<file path="src/rtl/altera_tse_pma_word_aligner.sv">
// TBI comma word aligner: searches a two-word window for a 7-bit comma,
// locks onto its bit offset and emits re-aligned code-groups one clock later.
//
// state     | meaning
// ----------+--------------------------------------------------------------
// UNLOCKED  | hunting for a comma at any offset, offset_out retained
// ACQUIRE   | candidate offset chosen, counting commas seen there
// LOCKED    | offset frozen, sync_status high, watching for loss of alignment
module altera_tse_pma_word_aligner #(
    parameter  int DATA_WIDTH     = 10,
    parameter  int REVERSE_BITS   = 1,
    parameter  int LOCK_COUNT     = 3,
    parameter  int MISALIGN_COUNT = 4,
    parameter  int UNLOCK_TIMEOUT = 255,
    localparam int OFF_W          = $clog2(DATA_WIDTH)
) (
    input  logic                  clk,
    input  logic                  reset,
    input  logic [DATA_WIDTH-1:0] din,
    input  logic                  din_valid,
    input  logic                  realign,
    output logic [DATA_WIDTH-1:0] dout,
    output logic                  dout_valid,
    output logic                  comma_det,
    output logic                  sync_status,
    output logic [OFF_W-1:0]      offset_out
);

    localparam int NSYM  = DATA_WIDTH / 10;
    localparam int WIN_W = 2 * DATA_WIDTH - 1;

    typedef enum logic [1:0] {
        ST_UNLOCKED = 2'd0,
        ST_ACQUIRE  = 2'd1,
        ST_LOCKED   = 2'd2
    } state_t;

    state_t                state, state_n;
    logic [OFF_W-1:0]      offset, offset_n;
    logic [3:0]            acq_cnt, acq_n, acq_inc;
    logic [3:0]            mis_cnt, mis_n, mis_inc;
    logic [15:0]           timer, timer_n, timer_inc;
    logic [DATA_WIDTH-1:0] r;
    logic [DATA_WIDTH-1:0] cur_r;
    logic [DATA_WIDTH-1:0] slice_n;
    logic [WIN_W-1:0]      win;
    logic                  primed;
    logic                  comma_any;
    logic                  comma_cur;
    logic                  comma_out;
    logic [OFF_W-1:0]      comma_k;

    function automatic logic is_comma(input logic [6:0] s);
        return (s == 7'b1111100) || (s == 7'b0000011);
    endfunction

    // LVDS deserialisers deliver each symbol MSB-first; flip so bit 0 is bit a.
    always_comb begin
        r = din;
        if (REVERSE_BITS != 0) begin
            for (int s = 0; s < NSYM; s++) begin
                for (int b = 0; b < 10; b++) begin
                    r[s*10+b] = din[s*10+9-b];
                end
            end
        end
    end

    // Top bit of r can never fall inside a slice, so it is left out of the window.
    assign win = {r[DATA_WIDTH-2:0], cur_r};

    // Descending scan so the lowest matching offset is the one that sticks.
    always_comb begin
        comma_any = 1'b0;
        comma_cur = 1'b0;
        comma_k   = '0;
        for (int k = DATA_WIDTH - 1; k >= 0; k--) begin
            if (is_comma(win[k +: 7])) begin
                comma_any = 1'b1;
                comma_k   = OFF_W'(k);
                if (OFF_W'(k) == offset) begin
                    comma_cur = 1'b1;
                end
            end
        end
    end

    assign acq_inc   = (acq_cnt == 4'hF)     ? acq_cnt : acq_cnt + 4'd1;
    assign mis_inc   = (mis_cnt == 4'hF)     ? mis_cnt : mis_cnt + 4'd1;
    assign timer_inc = (timer   == 16'hFFFF) ? timer   : timer + 16'd1;

    always_comb begin
        state_n  = state;
        offset_n = offset;
        acq_n    = acq_cnt;
        mis_n    = mis_cnt;
        timer_n  = timer;
        if (realign) begin
            state_n = ST_UNLOCKED;
            acq_n   = '0;
            mis_n   = '0;
            timer_n = '0;
        end else if (din_valid) begin
            case (state)
                ST_UNLOCKED: begin
                    if (comma_any) begin
                        offset_n = comma_k;
                        acq_n    = 4'd1;
                        timer_n  = '0;
                        state_n  = (LOCK_COUNT == 1) ? ST_LOCKED : ST_ACQUIRE;
                    end
                end
                ST_ACQUIRE: begin
                    if (comma_cur) begin
                        acq_n   = acq_inc;
                        timer_n = '0;
                        if (acq_inc == 4'(LOCK_COUNT)) begin
                            state_n = ST_LOCKED;
                        end
                    end else if (comma_any) begin
                        offset_n = comma_k;
                        acq_n    = 4'd1;
                        timer_n  = '0;
                    end else if (timer_inc == 16'(UNLOCK_TIMEOUT)) begin
                        state_n = ST_UNLOCKED;
                        acq_n   = '0;
                        mis_n   = '0;
                        timer_n = '0;
                    end else begin
                        timer_n = timer_inc;
                    end
                end
                ST_LOCKED: begin
                    if (comma_cur) begin
                        timer_n = '0;
                        mis_n   = '0;
                    end else if (comma_any && (mis_inc == 4'(MISALIGN_COUNT))) begin
                        state_n = ST_UNLOCKED;
                        acq_n   = '0;
                        mis_n   = '0;
                        timer_n = '0;
                    end else if (comma_any) begin
                        mis_n   = mis_inc;
                        timer_n = timer_inc;
                    end else if (timer_inc == 16'(UNLOCK_TIMEOUT)) begin
                        state_n = ST_UNLOCKED;
                        acq_n   = '0;
                        mis_n   = '0;
                        timer_n = '0;
                    end else begin
                        timer_n = timer_inc;
                    end
                end
                default: begin
                    state_n = ST_UNLOCKED;
                    acq_n   = '0;
                    mis_n   = '0;
                    timer_n = '0;
                end
            endcase
        end
    end

    // The word carrying a freshly found comma is already emitted at its new offset.
    always_comb begin
        slice_n = win[DATA_WIDTH-1:0];
        for (int k = 0; k < DATA_WIDTH; k++) begin
            if (OFF_W'(k) == offset_n) begin
                slice_n = win[k +: DATA_WIDTH];
            end
        end
    end

    assign comma_out = is_comma(slice_n[6:0]);

    always_ff @(posedge clk) begin
        if (reset) begin
            state       <= ST_UNLOCKED;
            offset      <= '0;
            acq_cnt     <= '0;
            mis_cnt     <= '0;
            timer       <= '0;
            cur_r       <= '0;
            primed      <= 1'b0;
            dout        <= '0;
            dout_valid  <= 1'b0;
            comma_det   <= 1'b0;
            sync_status <= 1'b0;
            offset_out  <= '0;
        end else begin
            state       <= state_n;
            offset      <= offset_n;
            acq_cnt     <= acq_n;
            mis_cnt     <= mis_n;
            timer       <= timer_n;
            sync_status <= (state_n == ST_LOCKED);
            offset_out  <= offset_n;
            if (din_valid) begin
                cur_r      <= r;
                primed     <= 1'b1;
                dout       <= slice_n;
                comma_det  <= comma_out;
                dout_valid <= primed;
            end else begin
                dout_valid <= 1'b0;
            end
        end
    end

endmodule

</file>
<file path="config.mk">
export PLATFORM = sky130hd
export DESIGN_NAME = altera_tse_pma_word_aligner
export DESIGN_NICKNAME = d
export VERILOG_FILES = /design/src/rtl/altera_tse_pma_word_aligner.sv
export SDC_FILE = /design/constraint.sdc
export NUM_CORES = 1
export LEC_CHECK = 0
export ABC_AREA = 1
export CAP_MARGIN = 20
export CORE_UTILIZATION = 43
export CTS_CLUSTER_DIAMETER = 80
export DETAILED_ROUTE_END_ITERATION = 12
export SETUP_SLACK_MARGIN = 0.1
export SLEW_MARGIN = 40
export SYNTH_ARGS = -nofsm -noshare
export SYNTH_HDL_FRONTEND = slang
export SYNTH_SLANG_ARGS = --single-unit
export TNS_END_PERCENT = 10
</file>
<file path="constraint.sdc">
create_clock -name clk -period 3.49 [get_ports clk]
set_clock_uncertainty 0.05 [all_clocks]
set_input_delay 0.698 -clock clk [delete_from_list [all_inputs] [get_ports clk]]
set_output_delay 0.698 -clock clk [all_outputs]
set_load 0.01 [all_outputs]
</file>
Word level (Yosys, flattened, before mapping)
Index checks and enable logic that the tools add are counted.
- flip-flop bits (word level): 54
- bits of input ports: 14
- add/sub/neg operators: 3
- equality and inequality tests: 54
- mux-type cells: 90
- bitwise gates (word level): 2
- reduce and logical (&&, ||, !) cells: 19
- operator list (cell ; number):
    $mux W16 ; 8
    $mux W4 ; 29
    $mux W10 ; 9
    $eq A7 B2 Y1 const B ; 11
    $eq A7 B7 Y1 const B ; 11
    $pmux W16 S3 ; 1
    $eq A3 B4 Y1 const A ; 8
    $mux W1 ; 30
    $pmux W4 S3 ; 2
    $mux W2 ; 9
    $add A16 B1 Y16 const B ; 1
    $eq A16 B16 Y1 const B ; 1
    $eq A16 B8 Y1 const B ; 1
    $eq A2 B4 Y1 const A ; 4
    $eq A4 B4 Y1 const A ; 4
    $logic_or A1 B1 Y1 ; 11
    $add A4 B1 Y4 const B ; 2
    $eq A1 B4 Y1 const A ; 2
    $eq A4 B4 Y1 const B ; 2
    $ne A2 B2 Y1 const B ; 4
    $pmux W4 S2 ; 1
    $reduce_and A4 Y1 ; 2
    $pmux W2 S3 ; 1
    $eq A2 B2 Y1 const B ; 2
    10 further kinds ; 12

Longest topological paths before layout
Gate-level depths: netlist of run 1.
- depth in word-level cells: 37
- mapped depth: 35

Worst setup path after synthesis of run 1
Ideal clock, no wire load.
- path type: input port to flip-flop
- start: input din[9]
- end: register comma_det
- library setup time: 0.113 ns
- arrival: 3.247 ns
- required time: 3.327 ns
- setup slack: 0.080 ns
- stages: 34
- cells stage by stage: buf_4 -> inv_2 -> nand2_2 -> nor2_1 -> nand2_1 -> nand2_1 -> nand2_1 -> nand2_1 -> nand2_1 -> nand2_1 -> nand3_2 -> buf_4 -> nand2_2 -> a21oi_1 -> nand2_2 -> nand2_2 -> buf_6 -> nor2_4 -> nand2_1 -> buf_2 -> o21ai_1 -> inv_1 -> nand2_1 -> nand2_1 -> nand2_1 -> nand2_1 -> nand2_1 -> nand2_1 -> a21oi_2 -> nor2_1 -> nand3_1 -> nand2_1 -> nand2_1 -> nand2_1
- cells in the longest elaborated chain, start to end: 37
- ends and longest elaborated chain (element ; line ; RTL):
    start: declaration ; 19 ; input logic [DATA_WIDTH-1:0] din,
    $eq A7 B7 Y1 / $eq A7 B2 Y1 (equally long branches) ; 54 ; return (s == 7'b1111100) || (s == 7'b0000011);
    $logic_or A1 B1 Y1 ; 54 ;
    $mux W1 ; 78 ; if (is_comma(win[k +: 7])) begin
    $mux W1 ; 81 ; if (OFF_W'(k) == offset) begin
    $mux W1 ; 78 ;
    $mux W1 ; 81 ;
    $mux W1 ; 78 ;
    $mux W1 ; 81 ;
    [... 14 more ...] ; - ;
    $pmux W4 S2 ; 104 ; case (state)
    $mux W4 ; 103 ; end else if (din_valid) begin
    $mux W4 ; 98 ; if (realign) begin
    $eq A1 B4 Y1 ; 168 ; if (OFF_W'(k) == offset_n) begin
    $mux W10 (8 in a row) ; 168 ;
    $mux W10 (*) ; 168 ;
    $eq A7 B7 Y1 / $eq A7 B2 Y1 (equally long branches) ; 54 ;
    $logic_or A1 B1 Y1 (*) ; 54 ;
    end signal: assignment ; 202 ; comma_det <= comma_out;
    end: declaration ; 24 ; output logic comma_det,
Every way passes the cells marked *; elsewhere a longest branch is shown, timed or not.
A chain may end at the register's enable or synchronous reset.

Final worst setup path of run 1
- start: input din[6]
- end: register comma_det
Same word-level chain as after synthesis.

==> flow_summary.toml, run 1 <==
[global_routing]
grt_pass1_wl_um = 26600
use_met3_pct = 3.51
grt_usage_pct = 26.2
grt_use_met2_pct = 44.3
gr-total-overflow = 0
gr-max-usage-layer = "met2"
grt_max_degree = 34
antenna_found_initial = 0
grt_pass1_vias = 5512
grt_use_met1_pct = 34.4

[yosys]
synth.top_cell.area_share_pct = 21.5
synth_area_um2 = 5050
synth-seq-cells = 54
synthTopCellsByArea = "nand2_1 (22%), dfxtp_1 (21%), a21oi_1 (8.5%)"
synth_ff_type = "dfxtp_1"
async_reset_ff_share_pct = 0
yosys_warnings = 0
syn_nets = 924
syn-instance-count = 903
synth_edf_count = 0
avgSynthCellArea_um2 = 5.60
ys_seq_area_share_pct = 21.4
yosys.area.top_type = "nand2_1"
synthDistinctLibCells = 44

[power_and_ir_drop]
p_seq_share_pct = 39.7
pwr-share-comb_pct = 27.2
power.density_nw_per_um2 = 238
power.internal_uw = 1100
leakagePower_uw = 0.00326
power_switching_uw = 574
p_sw_share_pct = 34.2
vdd_ir_drop_max_uv = 252
power.total_uw = 1680
clkPwrFrac_pct = 33.1

[run_status]
outcome = "completed"

[critical_path]
critical_path.top_delay_family = "simple AND/OR/NAND/NOR gates"
path_common_cell = "nand2_1"
crit_fanout = 6
worstSetupStartpointType = "primary input"
slowest_stage = "a21oi_4"
cpPeakStageDelay_ps = 270
critPathArrivalTime_ps = 3530
crit_buf_inv = 8
end_kind = "flip-flop"
reg2reg_setup_slack_ps = 190
required_ps = 3700
worst-setup-path-type = "in -> reg"

[sta]
slew_violations = 0
finalCritPeriodShare_pct = 94.9
min_period_ps = 3310
max_freq_ghz = 0.302
rsz0062_at_grt = "yes"
hold_viol_final = 0
slew-limit-headroom_pct = 47.8
worst_pin_slew_ps = 782
setup_ws_ps = 177
setup_viol = 0

[drt]
drt_iter0_drc = 499
drc = 0
dr.pass1.iters = 5
detail_route.wl_per_cell_um = 14.5
vias = 6272
postRouteWirelength_um = 17000
drtAntennaViolNets = 0
viasPerCell = 5.35

[layout]
utilization_pct = 61.7
fin_area_um2 = 7050
area_growth_pct = 39.5
finalNetCount = 1049
antenna_cells = 0
drive_above_1_share_pct = 30.0

[flow_run]
cap_viol_max_count = 0

[floorplanning]
die_w_um = 110
core_area_um2 = 11400
die_area_um2 = 12200
io_pins = 31
rows = 39
fp.dieH_um = 110
start_util_pct = 44.3

[placement]
place.port_buffers = 30
place_congestion = 0.955
dp_hpwl_um = 12200
dp_slack_ps = -814
placed_cell_area_um2 = 5990

[min_path]
hold_path.class = "reg -> reg"

[clock_network]
htree_levels = 2
root_buffer = "clkbuf_16"
cts_made_buffers = 5
clk_latency_ps = 320
cts_buffer_depth = 2
postCtsHoldBufs = 0
cts_tree = "done"
cts.sink_count = 54
clkTransAtPathRegs_ps = 80
## metrics by stage
stage          hold WS, ps  TNS, ps  cells
2_1_floorplan          365        0    903
3_3_place_gp           382    -7850   1128
3_5_place_dp           389    -8750   1128
4_1_cts                401        0   1145
5_1_grt                413     -195   1172
6_report               405        0   1172
## worst min-delay path, cell delays in order (launching register included)
cell and delay, ps:
dfxtp_1 300, inv_1 70, nor3_1 40
## kinds of logic (layout without fill, tap and decap cells)
logic type | after synthesis | count (layout) | synth area share, %
buffers and inverters | 148 | 274 | 12.3
flip-flops | 54 | 54 | 21.4
adder cells (fa/ha/maj) | 7 | 7 | 1.73
AND/OR/NAND/NOR | 506 | 506 | 43.2
AO/OA/AOI/OAI | 174 | 174 | 18.9
XOR/XNOR | 14 | 14 | 2.43
## routing by layer
layer  part of all wire, %  up-vias  wire [um]
met5                     0        -          0
met4                   2.9        0        491
met3                   5.1       49        865
met2                    48      209       8250
met1                    44     2854       7430
li1                      -     3160          -
## layout by cell type (no fill, tap or decap), types with 19 or more instances in the layout
cell type          n
nand2_2           36
nor2_1            71
nand2_1          244
inv_1             81
nand3_1           47
o21ai_0           38
clkdlybuf4s50_1   23
buf_4            106
dfxtp_1           41
o21ai_1           21
nand2_4           19
nor2_2            23
a21oi_1           82
inv_2             20
## registers in the layout, summed over array words and instances (netlist names), 2 cells and up
name	cells
timer	16
cur_r	10
dout	10
acq_cnt	4
mis_cnt	4
offset	4
state	2
## synth_stat cells, types with 2 or more instances
master and number:
nand3_1 60, or2_2 2, nand4_1 15, xor2_1 10, ha_1 7, clkbuf_1 12, nor2_2 5, o32ai_1 3
inv_1 94, nand3_2 3, nor3b_1 2, nand2_2 7, o221ai_1 2, o21a_1 3, nand2_4 3, nor2_8 2
nor4_1 4, buf_6 2, nor2_4 3, buf_4 10, o21ai_1 13, o21ai_0 48, clkinv_1 3, nand2_1 290
o211ai_1 10, nor2_1 101, dfxtp_1 54, a21oi_1 86, nor3_1 7, xnor2_1 4, inv_2 16, a21oi_2 2
buf_2 9
## path summary, 6_finish.rpt
check        cells past startpoint  startpoint          to
max                             31      din[6]   comma_det
min                              2      primed  dout_valid
max reg2reg                     31    cur_r[8]   comma_det
min reg2reg                      2      primed  dout_valid
## power groups by stage
stage | clock (uW) | combinational (uW) | sequential, uW
floorplan | 0 | 225 | 666
global placement | 0 | 369 | 672
detailed placement | 0 | 369 | 672
CTS | 568 | 379 | 658
global route | 589 | 496 | 668
finish | 555 | 456 | 664
## repair_timing
item | in CTS | in global routing
cloned | 1 | 0
pin swaps | 6 | 81
setup buffers | 8 | 27
endpoints found under the setup margin | 28 | 33
gates resized for setup | 44 | 205
## final cells by class
type                       count  area (um2)
timing repair buffer         150        1270
tap                          143         179
clock inverter                 3        28.8
fill                        1115        4370
multi-input combinational    701        3840
inverter                     115         468
sequential                    54        1120
clock buffer                   5         125
timing repair inverter         1        7.51
No activity file was read; power rests on OpenSTA's default activity.
==> inputs of run 2 (changes only) <==
- CTS_BUF_LIST: default -> sky130_fd_sc_hd__clkbuf_16
==> results of run 2 <==
No change in the layout: final DEF, timing and power equal those of run 1.
==> inputs of run 3 (changes only) <==
- CORE_MARGIN: default -> 3
- GPL_ROUTABILITY_DRIVEN: default -> 0
==> run 3 against run 2 <==
Die area is 7.4% higher. Combinational power is 6.1% lower. Sequential share of layout area is 0.45 points higher. Sequential power hardly changed. Setup slack worse by 140 ps. Register-to-register slack worse by 110 ps. Highest routed layer unchanged. Maximum frequency is 4.1% lower. Non-clock buffer count is 13 lower. Largest power group unchanged.
==> flow_summary.toml, run 3 (synthesis results as in run 1) <==
[run_status]
outcome = "completed"

[critical_path]
end_kind = "flip-flop"
path_common_cell = "nand2_1"
crit_fanout = 7
critPathArrivalTime_ps = 3610
worst-setup-path-type = "in -> reg"
worstSetupStartpointType = "primary input"
slowest_stage = "a21oi_2"
required_ps = 3650
crit_buf_inv = 8
critical_path.top_delay_family = "simple AND/OR/NAND/NOR gates"
cpPeakStageDelay_ps = 210

[floorplanning]
rows = 38
io_pins = 31
start_util_pct = 45.2
die_area_um2 = 13100
die_w_um = 114
core_area_um2 = 11200
fp.dieH_um = 114

[flow_run]
cap_viol_max_count = 0

[power_and_ir_drop]
power.total_uw = 1650
leakagePower_uw = 0.00312
vdd_ir_drop_max_uv = 190
power.density_nw_per_um2 = 242

[sta]
setup_viol = 0
slew-limit-headroom_pct = 49.6
slew_violations = 0
min_period_ps = 3450
finalCritPeriodShare_pct = 99.0
worst_pin_slew_ps = 755
max_freq_ghz = 0.289
hold_viol_final = 0
fin_tns_setup_ps = 0
whs_ps = 388
rsz0062_at_grt = "yes"

[global_routing]
grt_pass1_wl_um = 26700
grt_max_degree = 34
antenna_found_initial = 0
gr-total-overflow = 0
grt_usage_pct = 24.8
grt_pass1_vias = 5716

[drt]
drtAntennaViolNets = 0
viasPerCell = 5.38
dr.pass1.iters = 5
detail_route.wl_per_cell_um = 14.6
drc = 0
vias = 6229
postRouteWirelength_um = 16900
drt_iter0_drc = 767

[clock_network]
clkTransAtPathRegs_ps = 80
cts_buffer_depth = 2
cts_tree = "done"
cts_made_buffers = 5
htree_levels = 2
root_buffer = "clkbuf_16"
clk_latency_ps = 320
cts.sink_count = 54
postCtsHoldBufs = 0

[layout]
area_growth_pct = 35.0
fill_cells = 1081
reg_top3 = "timer x16, cur_r x10, dout x10"
antenna_cells = 0
finalNetCount = 1037
drive_above_1_share_pct = 26.1
largest_register_ffs = 16
regMostFlops = "timer"
final_common_cell = "nand2_1"
fin_area_um2 = 6820
final_cell_mix = "nand2_1 (257), buf_4 (101), inv_1 (88), nor2_1 (83), a21oi_1 (80)"
stdcell_count = 1157

[placement]
place.port_buffers = 30
placed_cell_area_um2 = 5970
dp_hpwl_um = 12400
dp.cells = 1122

[min_path]
hold_path.class = "reg -> reg"
run 3: metrics by stage:
stage	util [%]	setup WS [ps]
6_report	61.1	35.0
2_1_floorplan	-	116
4_1_cts	56.1	108
3_3_place_gp	53.5	-804
5_1_grt	61.1	-198
3_5_place_dp	53.5	-880
run 3: power by group:
part / switching, uW / internal [uW] / total (uW)
Clock: 284 / 276 / 560
Sequential: 27.3 / 635 / 662
Combinational: 252 / 176 / 428
run 3: worst register-to-register path, delay by kind of cell, from the launching register on:
family	cells	cell delay (ps)
buf+inv	6	590
simple gates	21	1670
compound gates	4	590
flops	1	400
run 3: path summary, 6_finish.rpt:
check | start | end | slack, ps | cells after the start
worst max register to register | cur_r[2] | dout[1] | 80 | 31
worst min register to register | primed | dout_valid | 390 | 2
worst min-delay path | primed | dout_valid | 390 | 2
worst max-delay path | din[8] | dout[1] | 40 | 30
run 3: layout make-up:
class	count	area [um2]	share of cell area, %
repair buffers	137	1150	16.8
flip-flops and latches	54	1110	16.3
clock inverters	3	28.8	0.422
well taps	140	175	2.57
multi-input cells	703	3770	55.2
inverters	115	465	6.82
clock buffers	5	125	1.83
run 3: metal layers:
| metal | track usage, % | wire length (um) |
|---|---|---|
| met3 | 3.38 | 808 |
| met2 | 43.2 | 8470 |
| met5 | 0 | 0 |
| met1 | 30.7 | 7110 |
| met4 | 9.82 | 480 |
run 3: what timing repair did:
action                                  CTS  global route
gates resized for setup                  52           140
gates cloned                              0             3
pin swaps                                 8            54
setup buffers                             7            17
endpoints found under the setup margin   11            38
